**src/rtl/instr_fetch_unit.sv**
```systemverilog
// rtl/instr_fetch_unit.sv - fetch stage: PC register, imem request/response, decode packet handshake
// Optional misaligned-redirect fault path enabled by FETCH_MISALIGN_CHECK_EN.
module instr_fetch_unit #(
   parameter logic [31:0] RESET_VECTOR = 32'h0000_0000,
   parameter logic [31:0] NOP_INSTR    = 32'h0000_0013
) (
   input  logic        clk,
   input  logic        rst_n,
   input  logic        redirect,
   input  logic [31:0] redirect_pc,
   output logic        imem_req_valid,
   input  logic        imem_req_ready,
   output logic [31:0] imem_addr,
   input  logic        imem_rsp_valid,
   input  logic [31:0] imem_rdata,
   output logic        if_valid,
   input  logic        if_ready,
   output logic [31:0] if_instr,
   output logic [31:0] if_pc,
   output logic [31:0] if_pcplus4,
   output logic        if_fault
);

   typedef enum logic [2:0] {S_BOOT, S_REQ, S_WAIT, S_HOLD, S_DROP} state_t;

   state_t      state_q, state_d;
   logic [31:0] pc_q, pc_d;
   logic [31:0] instr_q, instr_d;
   logic [31:0] tgt_pc;
   logic        fault_q;
   logic        stale_q;
   logic        hold_stale;

`ifdef FETCH_MISALIGN_CHECK_EN
   logic fault_d, stale_d;
   logic misalign;

   assign tgt_pc   = redirect_pc;
   assign misalign = redirect & (redirect_pc[1:0] != 2'b00);
`else
   assign tgt_pc  = redirect_pc & 32'hFFFF_FFFC;
   assign fault_q = 1'b0;
   assign stale_q = 1'b0;
`endif

   // A fault HOLD entered with a request still in flight must drain it before fetching again.
   assign hold_stale = stale_q & ~imem_rsp_valid;

   always_ff @(posedge clk or negedge rst_n) begin
      if (!rst_n) begin
         state_q <= S_BOOT;
         pc_q    <= RESET_VECTOR;
         instr_q <= NOP_INSTR;
`ifdef FETCH_MISALIGN_CHECK_EN
         fault_q <= 1'b0;
         stale_q <= 1'b0;
`endif
      end else begin
         state_q <= state_d;
         pc_q    <= pc_d;
         instr_q <= instr_d;
`ifdef FETCH_MISALIGN_CHECK_EN
         fault_q <= fault_d;
         stale_q <= stale_d;
`endif
      end
   end

   always_comb begin
      state_d = state_q;
      pc_d    = pc_q;
      instr_d = instr_q;
      case (state_q)
         S_BOOT: state_d = S_REQ;
         S_REQ: begin
            if (redirect) begin
               pc_d = tgt_pc;
            end else if (imem_req_ready) begin
               state_d = S_WAIT;
            end
         end
         S_WAIT: begin
            if (redirect) begin
               pc_d    = tgt_pc;
               state_d = imem_rsp_valid ? S_REQ : S_DROP;
            end else if (imem_rsp_valid) begin
               instr_d = imem_rdata;
               state_d = S_HOLD;
            end
         end
         S_HOLD: begin
            if (redirect) begin
               pc_d    = tgt_pc;
               state_d = hold_stale ? S_DROP : S_REQ;
            end else if (if_ready) begin
               pc_d    = pc_q + 32'd4;
               state_d = hold_stale ? S_DROP : S_REQ;
            end
         end
         S_DROP: begin
            if (redirect) begin
               pc_d = tgt_pc;
            end
            if (imem_rsp_valid) begin
               state_d = S_REQ;
            end
         end
         default: state_d = S_BOOT;
      endcase

`ifdef FETCH_MISALIGN_CHECK_EN
      fault_d = fault_q;
      stale_d = hold_stale;
      if (state_q == S_HOLD && state_d != S_HOLD) begin
         fault_d = 1'b0;
         stale_d = 1'b0;
      end
      if (misalign && state_q != S_BOOT) begin
         pc_d    = redirect_pc;
         state_d = S_HOLD;
         fault_d = 1'b1;
         stale_d = ~imem_rsp_valid &
                   ((state_q == S_WAIT) || (state_q == S_DROP) || (state_q == S_HOLD && stale_q));
      end
`endif
   end

   always_comb begin
      imem_req_valid = 1'b0;
      if_valid       = 1'b0;
      case (state_q)
         S_REQ:   imem_req_valid = ~redirect;
         S_HOLD:  if_valid       = ~redirect;
         default: ;
      endcase
   end

   assign imem_addr  = pc_q;
   assign if_pc      = pc_q;
   assign if_pcplus4 = pc_q + 32'd4;
   assign if_instr   = (if_valid && !fault_q) ? instr_q : NOP_INSTR;
   assign if_fault   = if_valid & fault_q;

endmodule

```
**config.mk**
```make
export PLATFORM = sky130hd
export DESIGN_NAME = instr_fetch_unit
export DESIGN_NICKNAME = d
export VERILOG_FILES = /design/src/rtl/instr_fetch_unit.sv
export SDC_FILE = /design/constraint.sdc
export NUM_CORES = 1
export LEC_CHECK = 0
export CORE_MARGIN = 8
export CORE_UTILIZATION = 45
export DETAILED_ROUTE_END_ITERATION = 10
export MAX_ROUTING_LAYER = met4
export PLACE_DENSITY = 0.95
export SLEW_MARGIN = 0
export SYNTH_ARGS = -nofsm -noshare
export SYNTH_HDL_FRONTEND = slang
export SYNTH_SLANG_ARGS = --single-unit
```
**constraint.sdc**
```tcl
create_clock -name clk -period 4.19 [get_ports clk]
set_clock_uncertainty 0.05 [all_clocks]
set_input_delay 0.838 -clock clk [delete_from_list [all_inputs] [get_ports clk]]
set_output_delay 0.838 -clock clk [all_outputs]
set_load 0.01 [all_outputs]
```
==> impl_metrics.csv, run 1 <==
group,metric,value,unit
route,drtAntennaViolNets,0,
critical_path,timing.rr.start,"if_pc[2]",
power_and_ir_drop,leakage,2.48,nW
critical_path,worstPathMaxFanout,8,
global_route,grt_pass1_wl,21.5,mm
run_status,status,"complete, no violations",
synthesis,ys_warn_count,0,
synthesis,synth_simple_gate_area_share,21.2,%
clocking,hold_buffers,0,
synthesis,seq_area_frac_synth,39.2,%
floorplan,ioPinCount,201,
power_and_ir_drop,clkPwrFrac,21.4,%
synthesis,muxShareOfSynthArea,8.92,%
critical_path,critPathArrivalTime,3.07,ns
sta,finalCritPeriodShare,94.5,%
synthesis,yosysTopAreaCellShare,37.3,%
critical_path,path_class,"reg2out",
placed_design,hpwlAfterDp,10.4,mm
power_and_ir_drop,p_seq_share,36.0,%
floorplan,die_area,0.0126,mm2
synthesis,synthTopCellsByArea,"dfrtp_1 (37%), mux2_2 (8.7%), buf_4 (6.9%)",
power_and_ir_drop,p_int,1.81,mW
power_and_ir_drop,pwr-share-comb,42.6,%
synthesis,synth.avg_cell_area,9.46,um2
critical_path,crit_path_start_kind,"flop",
synthesis,synth_xor_area_share,6.33,%
clocking,postCtsSetupBuffers,0,
sta,period_minus_slack,3.96,ns
global_route,grt_pass1_vias,4114,
floorplan,die_h,112,um
synthesis,synth_top_family_by_area,"simple AND/OR/NAND/NOR gates",
sta,tightest_slew,0.660,ns
synthesis,synth-adder-area-share,0.301,%
synthesis,synth_seq_cells,65,
global_route,antenna_found_initial,0,
clocking,cts_resized,0,
floorplan,core,0.00911,mm2
route,wl_per_cell,19.3,um
route,via_per_inst,5.49,
synthesis,yosys.area.top_type,"dfrtp_1",
global_route,grt_overflow,0,
route,drc_errors,0,
job,max_cap_viol_count,0,
sta,slew_violations,0,
sta,fmax,252,MHz
hold_path,holdPathStages,1,
sta,final.setup.tns,0,ns
power_and_ir_drop,powerDensity,457,mW/mm2
critical_path,worstSetupEndpointType,"output port",
placed_design,dpl.cell_count,688,
route,vias,3867,
hold_path,hold_path_end,"instr_q[22]",
synthesis,synth_compound_area_share,13.2,%
clocking,clockBufferDepth,2,
placed_design,io_buffer_count,191,
critical_path,reg2reg_slack,1.61,ns
final_layout,drive_gt1_share,12.0,%
route,firstDrtPassIters,4,
clocking,ctsRootBufferMaster,"clkbuf_8",
clocking,cts_max_level,3,
clocking,numCtsBuffers,9,
power_and_ir_drop,peakVddDrop,205,uV
synthesis,syn_area,0.00415,mm2
critical_path,required,3.30,ns
synthesis,synthArstFlopShare,100,%
sta,finalSetupViolCount,0,
route,drt_iter0_markers,167,
floorplan,start_util,45.6,%
synthesis,synth_cell_types,58,
critical_path,reg2reg_to,"if_pc[26]",
sta,slew_headroom,56.0,%
synthesis,postSynth.topFlopCell,"dfrtp_1",
global_route,grt_util_all_layers,21.7,%
clocking,cts_tree,"done",
final_layout,final_cell_mix,"clkdlybuf4s50_1 (190), dfrtp_1 (62), and2_1 (33), mux2_2 (32), a21oi_1 (27)",
power_and_ir_drop,p_sw,977,uW
power_and_ir_drop,swShare,35.1,%
synthesis,synth_cells,439,
hold_path,min_from,"instr_q[22]",
final_layout,layout.nets,659,
clocking,cts_sinks,65,
synthesis,synth_edf_count,0,
floorplan,die_w,112,um
sta,grt_setup_unrepaired,"false",
floorplan,core.rowCount,35,
final_layout,area_growth_syn_to_layout,46.5,%
global_route,grt_max_degree,55,
critical_path,r2r_cells,6,
clocking,path_clk_slew,0.07,ns
final_layout,diodes,0,
final_layout,final_common_cell,"clkdlybuf4s50_1",
placed_design,gp_congestion,0.880,
hold_path,hold_path.class,"reg2reg",
route,finalWirelength,13.6,mm
final_layout,final_cells,704,
clocking,clkLatencyLatePin,0.34,ns
sta,hold_viol,0,
==> Yosys cell counts, types with 2 or more instances <==
cell,n
dfrtp_1,62
o21a_1,2
mux2_2,32
nand2_1,25
nor4_1,3
nand4_1,9
o21ai_0,21
a2bb2oi_1,5
dfstp_2,3
and3_1,7
nor3_1,11
a31o_2,2
a21oi_1,27
xnor2_1,22
buf_2,5
buf_6,3
clkbuf_1,17
o211ai_1,2
o2bb2a_1,2
nand2b_1,3
nor2_1,19
or4_4,2
nand3_1,20
a22oi_1,6
nor4_4,2
and2_1,33
buf_4,38
inv_1,6
xor2_1,8
o22ai_1,10
and4_1,5
==> state kept, by name, indices dropped and copies added, names as in the netlist <==
name / count
state_q: 3
if_pc: 30
instr_q: 32
==> power groups by stage <==
| stage | clock, mW | combinational [mW] | sequential (mW) |
|---|---|---|---|
| 3_3_place_gp | 0 | 1.16 | 0.990 |
| 4_1_cts | 0.609 | 1.20 | 0.999 |
| 5_1_grt | 0.640 | 1.26 | 1.03 |
| 6_report | 0.596 | 1.18 | 1.00 |
| 2_1_floorplan | 0 | 0.634 | 0.965 |
| 3_5_place_dp | 0 | 1.20 | 1.01 |
==> cell type report <==
class,count,area [um2]
Clock inverter,7,93.8
Multi-Input combinational cell,308,2120
Clock buffer,9,124
Timing Repair Buffer,198,1960
Tap cell,111,139
Fill cell,684,3020
Sequential cell,65,1630
Inverter,6,22.5
==> logic make-up (layout without fill, tap and decap cells) <==
kind of cell	Yosys count	count (layout)
and+or+nand+nor	150	150
AOI/OAI and AO/OA	87	87
buffers and inverters	72	220
DFF	65	65
muxes	33	33
xor gates and xnor gates	30	30
adders and majority gates	1	1
other	1	7
==> routing by layer <==
metal  track usage, %  up-vias  wire [um]
met4             8.18        0        227
met2             34.4      190       6410
li1                 -     1810          -
met1             24.7     1850       5630
met5                -        -          0
met3             7.94       17       1330
==> critical path: stages, from the launching register on <==
cell and delay, ns:
dfrtp_1 0.49, ha_1 0.34, and4_1 0.40, nand4_4 0.21
or4_4 0.58, xnor2_1 0.16, clkdlybuf4s50_1 0.56
==> how the worst max path moves through the flow <==
stage,from,end,slack (ns)
6_report,if_pc[2],if_pcplus4[26],0.23
5_1_grt,if_pc[2],if_pcplus4[26],0.07
4_1_cts,if_pc[2],if_pcplus4[26],0.22
3_5_place_dp,redirect,if_instr[18],0.59
3_3_place_gp,redirect,if_instr[18],0.63
2_1_floorplan,if_pc[3],if_pcplus4[26],1.33
==> per-stage QoR <==
step,hold slack [ns],utilization (%),power [mW],setup WS (ns),instance area (um2)
5_1_grt,0.471,66.8,2.93,0.0707,6090
2_1_floorplan,0.421,-,1.60,1.33,4180
3_5_place_dp,0.435,64.4,2.20,0.592,5870
6_report,0.449,66.8,2.78,0.229,6090
4_1_cts,0.451,66.8,2.81,0.223,6090
3_3_place_gp,0.428,64.4,2.15,0.634,5870
(Power assumes the default switching activity.)
==> inputs of run 2 (changes only) <==
--- a/config.mk
+++ b/config.mk
@@ -6,10 +6,11 @@
 export NUM_CORES = 1
 export LEC_CHECK = 0
 export CORE_MARGIN = 8
-export CORE_UTILIZATION = 45
+export CORE_UTILIZATION = 51
 export DETAILED_ROUTE_END_ITERATION = 10
+export DONT_BUFFER_PORTS = 1
 export MAX_ROUTING_LAYER = met4
-export PLACE_DENSITY = 0.95
+export PLACE_DENSITY = 0.73
 export SLEW_MARGIN = 0
 export SYNTH_ARGS = -nofsm -noshare
 export SYNTH_HDL_FRONTEND = slang
==> impl_metrics.csv, run 2 (synthesis gave the netlist of run 1 again) <==
group,metric,value,unit
run_status,status,"complete, no violations",
power_and_ir_drop,peakVddDrop,246,uV
clocking,cts_tree,"done",
route,drc_errors,0,
clocking,cts_max_level,3,
clocking,clkLatencyLatePin,0.34,ns
final_layout,final_cell_mix,"dfrtp_1 (62), and2_1 (33), mux2_2 (32), a21oi_1 (27), nand2_1 (25)",
global_route,antenna_found_initial,0,
route,drtAntennaViolNets,0,
sta,hold_viol,0,
clocking,path_clk_slew,0.08,ns
sta,fin_hold_ws,0.137,ns
power_and_ir_drop,clkPwrFrac,29.3,%
placed_design,io_buffer_count,0,
final_layout,layout.nets,467,
clocking,cts_sinks,65,
critical_path,crit_start,"if_pc[3]",
route,via_per_inst,6.24,
sta,finalSetupViolCount,0,
sta,period_minus_slack,3.63,ns
global_route,grt_util_all_layers,19.9,%
final_layout,regMostFlops,"instr_q",
global_route,grt_pass1_vias,3212,
critical_path,timing.rr.start,"if_pc[3]",
final_layout,largest_register_ffs,32,
route,finalWirelength,11.4,mm
route,wl_per_cell,22.4,um
floorplan,die_h,106,um
route,drt_iter0_markers,144,
critical_path,worstPathMaxFanout,8,
power_and_ir_drop,swShare,38.2,%
sta,tightest_slew,0.668,ns
route,firstDrtPassIters,4,
floorplan,core,0.00805,mm2
floorplan,ioPinCount,201,
placed_design,gp_congestion,0.856,
job,max_cap_viol_count,0,
clocking,postCtsSetupBuffers,0,
global_route,grt_overflow,0,
clocking,ctsRootBufferMaster,"clkbuf_8",
sta,slew_headroom,55.1,%
sta,grt_setup_unrepaired,"false",
sta,finalCritPeriodShare,86.5,%
power_and_ir_drop,pwr-share-comb,22.8,%
critical_path,path_class,"reg2out",
hold_path,hold_path.class,"in2async",
power_and_ir_drop,powerDensity,543,mW/mm2
final_layout,n_fill_cell,724,
critical_path,worstSetupEndpointType,"output port",
clocking,cts_resized,0,
power_and_ir_drop,p_int,1.41,mW
global_route,grt_max_degree,66,
power_and_ir_drop,p_seq_share,48.0,%
placed_design,hpwlAfterDp,8.30,mm
critical_path,critPathArrivalTime,2.74,ns
sta,fmax,276,MHz
floorplan,core.rowCount,33,
final_layout,final_common_cell,"dfrtp_1",
power_and_ir_drop,p_sw,871,uW
floorplan,die_w,106,um
clocking,hold_buffers,0,
final_layout,area_growth_syn_to_layout,0.994,%
clocking,numCtsBuffers,9,
floorplan,start_util,51.6,%
power_and_ir_drop,leakage,1.75,nW
sta,final.setup.tns,0,ns
final_layout,diodes,0,
global_route,grt_pass1_wl,17.3,mm
route,vias,3158,
critical_path,required,3.30,ns
sta,slew_violations,0,
clocking,clockBufferDepth,2,
critical_path,crit_path_start_kind,"flop",
floorplan,die_area,0.0113,mm2
final_layout,drive_gt1_share,17.5,%
## run 2: cell types whose count changed in the layout (fill, tap and decap cells not counted), sizes merged
cell           before  now
buf                 8    6
bufinv              2    3
clkdlybuf4s50     190    0
clkinvlp            2    0
inv                 7    8
## run 2: per-layer routing
| layer | wire, um | track usage [%] |
|---|---|---|
| met5 | 0 | - |
| met1 | 4610 | 22.7 |
| met2 | 5420 | 31.1 |
| met4 | 149 | 7.34 |
| met3 | 1180 | 7.74 |
## run 2: path summary, 6_finish.rpt
kind	end	slack (ns)	cells past startpoint
max	if_pcplus4[26]	0.56	5
min	if_pc[17]	0.14	0
max reg2reg	if_pc[26]	1.52	6
min reg2reg	instr_q[25]	0.45	1
max in group asynchronous	instr_q[4]	3.74	0
min in group clk	instr_q[25]	0.45	1
## run 2: layout make-up
| type | count | area [um2] | area share [%] |
|---|---|---|---|
| clock inverter | 7 | 125 | 2.98 |
| sequential | 65 | 1630 | 38.9 |
| tap | 105 | 131 | 3.13 |
| timing repair buffer | 6 | 45.0 | 1.07 |
| inverter | 6 | 22.5 | 0.537 |
| multi-input combinational | 308 | 2120 | 50.5 |
| clock buffer | 9 | 124 | 2.95 |
## run 2: critical path, stage by stage, from the launching register on
cell	delay, ns
dfrtp_1	0.57
ha_1	0.35
and4_1	0.41
nand4_4	0.21
or4_4	0.58
xnor2_1	0.28
## run 2: per-stage QoR
stage	cells	power, mW	worst slack [ns]	util, %	instance area [um2]
2_1_floorplan	445	1.60	1.33	-	4180
3_3_place_gp	490	1.60	0.977	49.0	3950
3_5_place_dp	490	1.62	0.964	49.0	3950
4_1_cts	506	2.30	0.574	52.1	4200
5_1_grt	506	2.40	0.378	52.1	4200
6_report	506	2.28	0.564	52.1	4200
## run 2: power by group through the flow
stage	Sequential, mW	Combinational (mW)	Clock (mW)
after floorplan	0.965	0.634	0
after detailed placement	1.10	0.520	0
after CTS	1.09	0.521	0.683
after global placement	1.09	0.504	0
after global routing	1.13	0.570	0.710
final	1.09	0.519	0.668
